File: config.mk
export PLATFORM = sky130hd
export DESIGN_NAME = dconv_k1_feeder
export DESIGN_NICKNAME = d
export VERILOG_FILES = /design/src/rtl/dconv_k1_feeder.sv
export SDC_FILE = /design/constraint.sdc
export NUM_CORES = 1
export LEC_CHECK = 0
export BUFFER_PORTS_ARGS = -buffer_cell sky130_fd_sc_hd__buf_2
export CORE_ASPECT_RATIO = 2
export CORE_MARGIN = 5
export CORE_UTILIZATION = 30
export CTS_BUF_LIST = sky130_fd_sc_hd__clkbuf_4 sky130_fd_sc_hd__clkbuf_8
export DETAILED_ROUTE_END_ITERATION = 12
export HOLD_SLACK_MARGIN = 0.1
export PLACE_DENSITY = 0.67
export SLEW_MARGIN = 20
export SYNTH_ARGS = -nofsm -noshare
export SYNTH_HDL_FRONTEND = slang
export SYNTH_SLANG_ARGS = --single-unit
File: constraint.sdc
create_clock -name clk -period 3.4 [get_ports clk]
set_input_delay 0.51 -clock clk [delete_from_list [all_inputs] [get_ports clk]]
set_output_delay 0.51 -clock clk [all_outputs]
set_load 0.02 [all_outputs]
File: src/rtl/dconv_k1_feeder.sv
// dconv_k1_feeder
// ---------------------------------------------------------------------------
// Transmit side of the depthwise 1x1 conv input stream. One accepted start
// streams an INPUT_SIZE x INPUT_SIZE feature map, with all channels packed
// into each word, out of a synchronous-read buffer as input_vld/input_din
// beats. The per-channel weight/bias/shift words are held stable for the
// whole frame.
//
// Ports:
//   clk, rst_n          clock (rising edge), asynchronous active-low reset
//   start               frame request, accepted only while idle
//   stall               suppresses new read issue while high
//   cfg_wr, cfg_*       config load into the holding registers (idle only)
//   mem_rd_en/mem_addr  registered buffer read strobe and address
//   mem_rd_data         buffer data, valid the cycle after mem_rd_en
//   input_vld/din       stream beat valid / data (din is mem_rd_data)
//   weight/bias/shift_din  held configuration
//   busy                high from the first read cycle through the done cycle
//   done                one-cycle pulse at frame end
//   cksum               (DCONV_FEEDER_CKSUM_EN only) XOR of all beats of the
//                       current/last frame
//
// Optional feature: define DCONV_FEEDER_CKSUM_EN to add the cksum port.
// ---------------------------------------------------------------------------
module dconv_k1_feeder #(
  parameter int N             = 8,
  parameter int INPUT_CHANNEL = 3,
  parameter int INPUT_SIZE    = 6,
  parameter int ADDR_W        = 6
) (
  input  logic                          clk,
  input  logic                          rst_n,
  input  logic                          start,
  input  logic                          stall,
  input  logic                          cfg_wr,
  input  logic [INPUT_CHANNEL*N-1:0]    cfg_weight,
  input  logic [INPUT_CHANNEL*32-1:0]   cfg_bias,
  input  logic [INPUT_CHANNEL*5-1:0]    cfg_shift,
  output logic                          mem_rd_en,
  output logic [ADDR_W-1:0]             mem_addr,
  input  logic [INPUT_CHANNEL*N-1:0]    mem_rd_data,
  output logic                          input_vld,
  output logic [INPUT_CHANNEL*N-1:0]    input_din,
  output logic [INPUT_CHANNEL*N-1:0]    weight_din,
  output logic [INPUT_CHANNEL*32-1:0]   bias_din,
  output logic [INPUT_CHANNEL*5-1:0]    shift_din,
  output logic                          busy,
  output logic                          done
`ifdef DCONV_FEEDER_CKSUM_EN
  ,
  output logic [INPUT_CHANNEL*N-1:0]    cksum
`endif
);

  localparam int FRAME = INPUT_SIZE * INPUT_SIZE;
  // One extra bit so the issue counter can hold FRAME itself ("all issued").
  localparam int CNT_W = ADDR_W + 1;
  localparam logic [CNT_W-1:0] FRAME_C = CNT_W'(FRAME);
  localparam logic [CNT_W-1:0] ONE_C   = CNT_W'(1);

  typedef enum logic [1:0] {
    S_IDLE  = 2'd0,
    S_READ  = 2'd1,
    S_DRAIN = 2'd2,
    S_DONE  = 2'd3
  } state_t;

  state_t              state_q, state_d;
  logic [CNT_W-1:0]    cnt_q, cnt_d;     // number of addresses issued so far
  logic                rd_en_q, rd_en_d;
  logic [ADDR_W-1:0]   addr_q, addr_d;
  logic                vld_q;
  logic                busy_q, busy_d;
  logic                done_q, done_d;
  logic [INPUT_CHANNEL*N-1:0]  weight_q;
  logic [INPUT_CHANNEL*32-1:0] bias_q;
  logic [INPUT_CHANNEL*5-1:0]  shift_q;

  // Read strobe/address are registered, so the issue decision for a cycle is
  // made on the edge that enters it. That is why the start-accept edge
  // already issues address 0: the first READ cycle carries the first read.
  always_comb begin
    state_d = state_q;
    cnt_d   = cnt_q;
    rd_en_d = 1'b0;
    addr_d  = addr_q;
    case (state_q)
      S_IDLE: begin
        if (start) begin
          state_d = S_READ;
          cnt_d   = '0;
          if (!stall) begin
            rd_en_d = 1'b1;
            addr_d  = '0;
            cnt_d   = ONE_C;
          end
        end
      end
      S_READ: begin
        // The cycle holding the final read is still READ; the next is DRAIN.
        if (cnt_q == FRAME_C) begin
          state_d = S_DRAIN;
        end else if (!stall) begin
          rd_en_d = 1'b1;
          addr_d  = cnt_q[ADDR_W-1:0];
          cnt_d   = cnt_q + ONE_C;
        end
      end
      S_DRAIN: state_d = S_DONE;
      S_DONE:  state_d = S_IDLE;
      default: state_d = S_IDLE;
    endcase
    busy_d = (state_d != S_IDLE);
    done_d = (state_d == S_DONE);
  end

  always_ff @(posedge clk or negedge rst_n) begin
    if (!rst_n) begin
      state_q <= S_IDLE;
      cnt_q   <= '0;
      rd_en_q <= 1'b0;
      addr_q  <= '0;
      vld_q   <= 1'b0;
      busy_q  <= 1'b0;
      done_q  <= 1'b0;
    end else begin
      state_q <= state_d;
      cnt_q   <= cnt_d;
      rd_en_q <= rd_en_d;
      addr_q  <= addr_d;
      vld_q   <= rd_en_q;   // beat lines up with the RAM's one-cycle latency
      busy_q  <= busy_d;
      done_q  <= done_d;
    end
  end

  // Config holding registers only load while idle so a frame always sees one
  // consistent set of weights.
  always_ff @(posedge clk or negedge rst_n) begin
    if (!rst_n) begin
      weight_q <= '0;
      bias_q   <= '0;
      shift_q  <= '0;
    end else if (state_q == S_IDLE && cfg_wr) begin
      weight_q <= cfg_weight;
      bias_q   <= cfg_bias;
      shift_q  <= cfg_shift;
    end
  end

`ifdef DCONV_FEEDER_CKSUM_EN
  logic [INPUT_CHANNEL*N-1:0] cksum_q;

  always_ff @(posedge clk or negedge rst_n) begin
    if (!rst_n) begin
      cksum_q <= '0;
    end else if (state_q == S_IDLE && start) begin
      cksum_q <= '0;
    end else if (vld_q) begin
      cksum_q <= cksum_q ^ mem_rd_data;
    end
  end

  assign cksum = cksum_q;
`endif

  assign mem_rd_en  = rd_en_q;
  assign mem_addr   = addr_q;
  assign input_vld  = vld_q;
  assign input_din  = mem_rd_data;
  assign weight_din = weight_q;
  assign bias_din   = bias_q;
  assign shift_din  = shift_q;
  assign busy       = busy_q;
  assign done       = done_q;

endmodule
# Word level (Yosys, flattened, before mapping)
# Cells that the tools add are included.
# word_totals
regBits	154
input_bits	164
out_inout_bits	169
wordCells	43
# op_classes
n_addsub	1
eq_ne	9
mux	17
n_reduce_logical	6
# op_table
op	n
2-to-1 mux 6 bit	4
2-to-1 mux 7 bit	3
case mux 7 bit (2 select lines)	1
case mux 6 bit (2 select lines)	1
inequality test 2 bit, second input constant	4
case mux 2 bit (4 select lines)	1
adder 7 x 1 -> 7 bit, second input constant	1
== test 7 x 6 -> 1 bit, second input constant	1
== test 2 bit, second input constant	3
AND reduction 5 bit	1
2-to-1 mux 1 bit	4
2-to-1 mux 2 bit	2
AND reduction 4 bit	1
nonzero test 2 bit	2
== test 2 x 1 -> 1 bit, second input constant	1
zero test 2 bit	1
case mux 1 bit (2 select lines)	1
logical AND 1 bit	1

# Longest topological paths before layout
# logic_depth
ltp_word	4
ltp_mapped	7
depth_no_buf	7

# Worst setup path before layout
# No wires, ideal clock.
# synth_path
kind	reg2reg
from	reg cnt_q[0]
to	reg addr_q[3], in the netlist mem_addr[3]
setup_ps	121
t_arrival_ps	1695
t_required_ps	3279
path_slack_ps	1584
path_stages_with_launch	7
n_path_buf	0
period_less_slack_ps	1816
path_cell_list	dfrtp_1 > inv_1 > ha_1 > and4bb_1 > and3_4 > a2111o_1 > a22o_1
# synth_via
elab_chain_len	3
# synth_lines
element	line_no	rtl
start: declaration	69	logic [CNT_W-1:0] cnt_q, cnt_d;
start signal: assignment	128	cnt_q <= cnt_d;
== test 7 x 6 -> 1 bit	101	if (cnt_q == FRAME_C) begin
inequality test 2 bit (no source line)	n/a	
AND reduction 5 bit (no source line)	n/a	
end signal: assignment	130	addr_q <= addr_d;
end: declaration	71	logic [ADDR_W-1:0] addr_q, addr_d;
# Every way passes these cells.
# A chain may end at the register's enable or synchronous reset.

# Worst setup path after layout
# layout_path
from	reg cnt_q[0]
to	reg addr_q[1], in the netlist mem_addr[1]
# The elaborated chain is that of the path after synthesis.

==> results.txt <==
The flow ran to the end, and the final reports show no timing, DRC or antenna violations. The initial standard-cell utilization of the core came out at 30.5%. The slowest library cell on the worst path is a2111o_1. The combined area of all synthesized cells came out at a little over 6000 um2.

The finished cells cover between 8000 and 9000 um2. The kind of start point of the critical path is a flop. The worst reg2reg path startpoint is cnt_q[0]$_DFFE_PN0P_. The count of cells resized by post-cts repair came out at 0. The worst hold path terminates at bias_din[45]$_DFFE_PN0P_. The site row count came out at 73. The final setup skew came out at ~0.015 ns. The setup slack of the most critical reg-to-reg path came out at roughly 1.3 ns.

The routed via count divided by cell count came out at between 4 and 5. The remaining antenna violation count after routing is 0. The core area came out at about 20,000 um2.

The global-route met2 utilization is 24.3%. The count of buffers from port buffering came out at 284. The number of clock sinks came out at roughly 150. The path class of the tightest hold or removal check is input pin to flop.

The worst pin sits at a relative slew slack of ~64%. The static leakage came out at 4.02 nW. The final estimated routing congestion in global placement came out at slightly above 0.8. STA classifies the critical path endpoint as a flop. The number of iterations in the first detailed-routing pass is 4. In the synthesized netlist, the number of instances is 392. The post-cts hold buffer count came out at 1. The area taken by multi-input logic gates came out at around 1900 um2. Static timing analysis puts the maximum clock frequency at between 400 and 500 MHz. The synthesized netlist contains 33 unique library cells. The count of unresolved DRC violations after routing came out at 0. In this design, the stage delay of the slowest critical-path cell is roughly 0.50 ns. The number of maximum-capacitance violations is 0. The clock-pin slew on the worst setup and hold paths came out at roughly 0.090 ns. The number of buffers created by CTS is 17. The worst slack on hold paths is between 0.2 and 0.3 ns. The aggregate global-route resource usage is around 13%.

The number of pins exceeding their max-slew limit in the final report came out at 0. Walking the worst path, the cells encountered are inv_1 > ha_1 > and4bb_1 > and3_4 > a2111o_1 > inv_2 > mux2i_1. For this block, the initial DRC count from the detailed router was ~160. Summed over all layers, the global routing overflow is 0.

The vertical die dimension came out at ~210 um. Adding up every negative setup slack in the final design gives 0 ns. The average routed wire per standard cell came out at ~17 um. During I/O placement, the number of pins put on the boundary was around 330.

The power density over the cells is 1020 nW/um2. The post-CTS setup buffer count is 0. The peak supply drop is roughly 0.00037 V.

In this run, synthesis produced a sequential element count of 154. Among all flip-flop cells after synthesis, the most frequent one is dfrtp_1. The number of global-route vias before repair came out at 4,364. No sink is reached through more buffers than the 2 on the longest clock path.

In the synthesized netlist the async set-or-reset flop fraction comes to 100%. The required time of the worst setup path is roughly 3.8 ns. The critical path is of the flop to flop type.

The global-route track usage on met3 is 3.87%. The number of enable flip-flop cells after synthesis came out at 0. The total number of nets in the final design came out at ~830.

The clock tree from TritonCTS is done. Summing the sequential cell areas from Yosys gives a little under two thirds of the chip area. The largest net degree at the start of global routing is 71. The critical register-to-register path endpoint is mem_addr[1]$_DFFE_PN0P_.

The critical path starts at cnt_q[0]$_DFFE_PN0P_. The maximum level of the CTS H-tree is 4. The total detailed-routing wirelength came out at between 15,000 and 20,000 um. The die footprint came out at between 20,000 and 25,000 um2. The worst-skew pair later-pin latency is around 0.47 ns. CTS placed an instance of clkbuf_8 at the clock tree root. The transition time at the pin with the least slew margin is roughly 0.54 ns. The initial antenna violation count is 1. The fill cell total of the finished layout came out at roughly 2,000. Setup repair after global routing left no endpoint under its margin. The register area came out at roughly 3900 um2. Counting instances, the worst hold path has a depth of 2. The count of warnings emitted by yosys came out at 0. The HPWL after detailed placement came out at around 12,000 um. The number of cells on the worst reg-to-reg path is 7.

The global-route track usage on met1 came out at 12.8%. met2 is the most crowded layer. The first global-routing pass estimated approximately 24,000 um of wire. The floorplan die width came out at approximately 110 um. The net count of the mapped netlist is between 500 and 600.

The post-layout minimum cycle time came out at 2.06 ns. The largest fanout on the critical path is 5. The arrival time of the worst setup path is 2.44 ns. Summing all placed instances gives a cell area of around 7600 um2. In this run the mean area of a mapped cell was ~15 um2.

The total of endpoints with negative setup slack in the final report is 0. The total vias in the final route is between 4,000 and 5,000. Of the cells placed in the final design, the portion with a size suffix greater than 1 is between 60 and 70%. The post-synthesis to final-layout area growth is 32.8%. In this run the most critical hold path is launched from cfg_bias[45].

The total count of hold-check failures in the final report is 0. The share of the cycle needed by the critical path after routing came out at slightly above 60%.
registers in the layout, indices dropped and copies added (netlist names):
signal	count
bias_din	96
weight_din	24
shift_din	15
cnt_q	7
mem_addr	6
state_q	2
busy	1
done	1
input_vld	1
mem_rd_en	1
power breakdown:
part | internal, mW | switching [mW] | total [mW]
Clock | 0.812 | 0.710 | 1.52
Sequential | 2.73 | 0.446 | 3.17
Combinational | 1.51 | 2.02 | 3.53
Total | 5.05 | 3.17 | 8.22
cells in the final DEF, fill, tap and decap left out, types with 2 or more instances in the layout:
master	count
buf_2	283
nor3_1	3
mux2i_1	3
a21oi_1	3
nand2_1	7
a21o_2	2
bufinv_16	4
mux2_2	135
and3_1	4
buf_12	2
o21ai_0	3
o22ai_1	2
a211o_1	2
clkinv_4	4
dfrtp_1	154
buf_4	4
inv_1	7
clkinv_2	2
nor2_1	4
nand3_1	2
ha_1	2
clkbuf_8	17
inv_6	3
a22o_1	4
cells in the mapped netlist, types with 2 or more instances:
master / instances / area, um2
a22o_1: 4 / 35.0
nor2_1: 4 / 15.0
a21oi_1: 3 / 15.0
ha_1: 2 / 25.0
buf_2: 11 / 55.1
dfrtp_1: 154 / 3850
mux2i_1: 3 / 30.0
a21o_2: 2 / 17.5
mux2_2: 135 / 1520
and3_1: 4 / 25.0
inv_1: 7 / 26.3
buf_4: 29 / 218
nand3_1: 2 / 10.0
o22ai_1: 2 / 12.5
nand2_1: 7 / 26.3
a211o_1: 2 / 17.5
o21ai_0: 3 / 15.0
nor3_1: 3 / 15.0
per-stage QoR:
| step | cells | worst slack, ns | util, % | power, mW |
|---|---|---|---|---|
| final | 936 | 1.34 | 40.4 | 8.22 |
| after global routing | 936 | 1.21 | 40.4 | 8.73 |
| after CTS | 935 | 1.32 | 40.4 | 8.37 |
| after detailed placement | 903 | 1.34 | 38.2 | 6.82 |
| after global placement | 903 | 1.36 | 38.2 | 6.72 |
| after floorplan | 392 | 1.58 | - | 5.52 |
worst max-delay path, delay by kind of cell, from the launching register on:
family,cells,cell delay (ns)
buffers and inverters,2,0.23
adder cells (fa/ha/maj),1,0.20
multiplexers,1,0.19
AO/OA/AOI/OAI,1,0.50
AND/OR/NAND/NOR,2,0.43
flip-flops,1,0.44
layer usage:
metal	share of wire, %	vias up
met5	0	-
met2	56	174
li1	-	1892
met3	5.7	47
met1	34	1960
met4	4.7	0
how the worst max path moves through the flow:
stage | to | slack (ns)
after CTS | mem_addr[1]$_DFFE_PN0P_ | 1.32
after global placement | mem_addr[1]$_DFFE_PN0P_ | 1.36
after detailed placement | mem_addr[2]$_DFFE_PN0P_ | 1.34
after floorplan | mem_addr[3]$_DFFE_PN0P_ | 1.58
final | mem_addr[1]$_DFFE_PN0P_ | 1.34
after global routing | mem_addr[1]$_DFFE_PN0P_ | 1.21
cell type report:
type                    instances  area share [%]
well taps                     262            4.07
clock buffers                  18            3.00
repair buffers                291            18.7
diodes                          1          0.0311
inverters                       8           0.373
multi-input cells             189            23.6
clock inverters                13            2.38
flip-flops and latches        154            47.9
kinds of logic after synthesis:
kind of cell    count (synthesis)  share of synthesized area, %
fa+ha+maj                       2                         0.413
mux                           138                          25.6
flops                         154                          63.6
simple gates                   26                          2.35
xor+xnor                        1                         0.144
compound gates                 22                          2.79
buf+inv                        49                          5.18
Power figures use the tool's default switching activity.
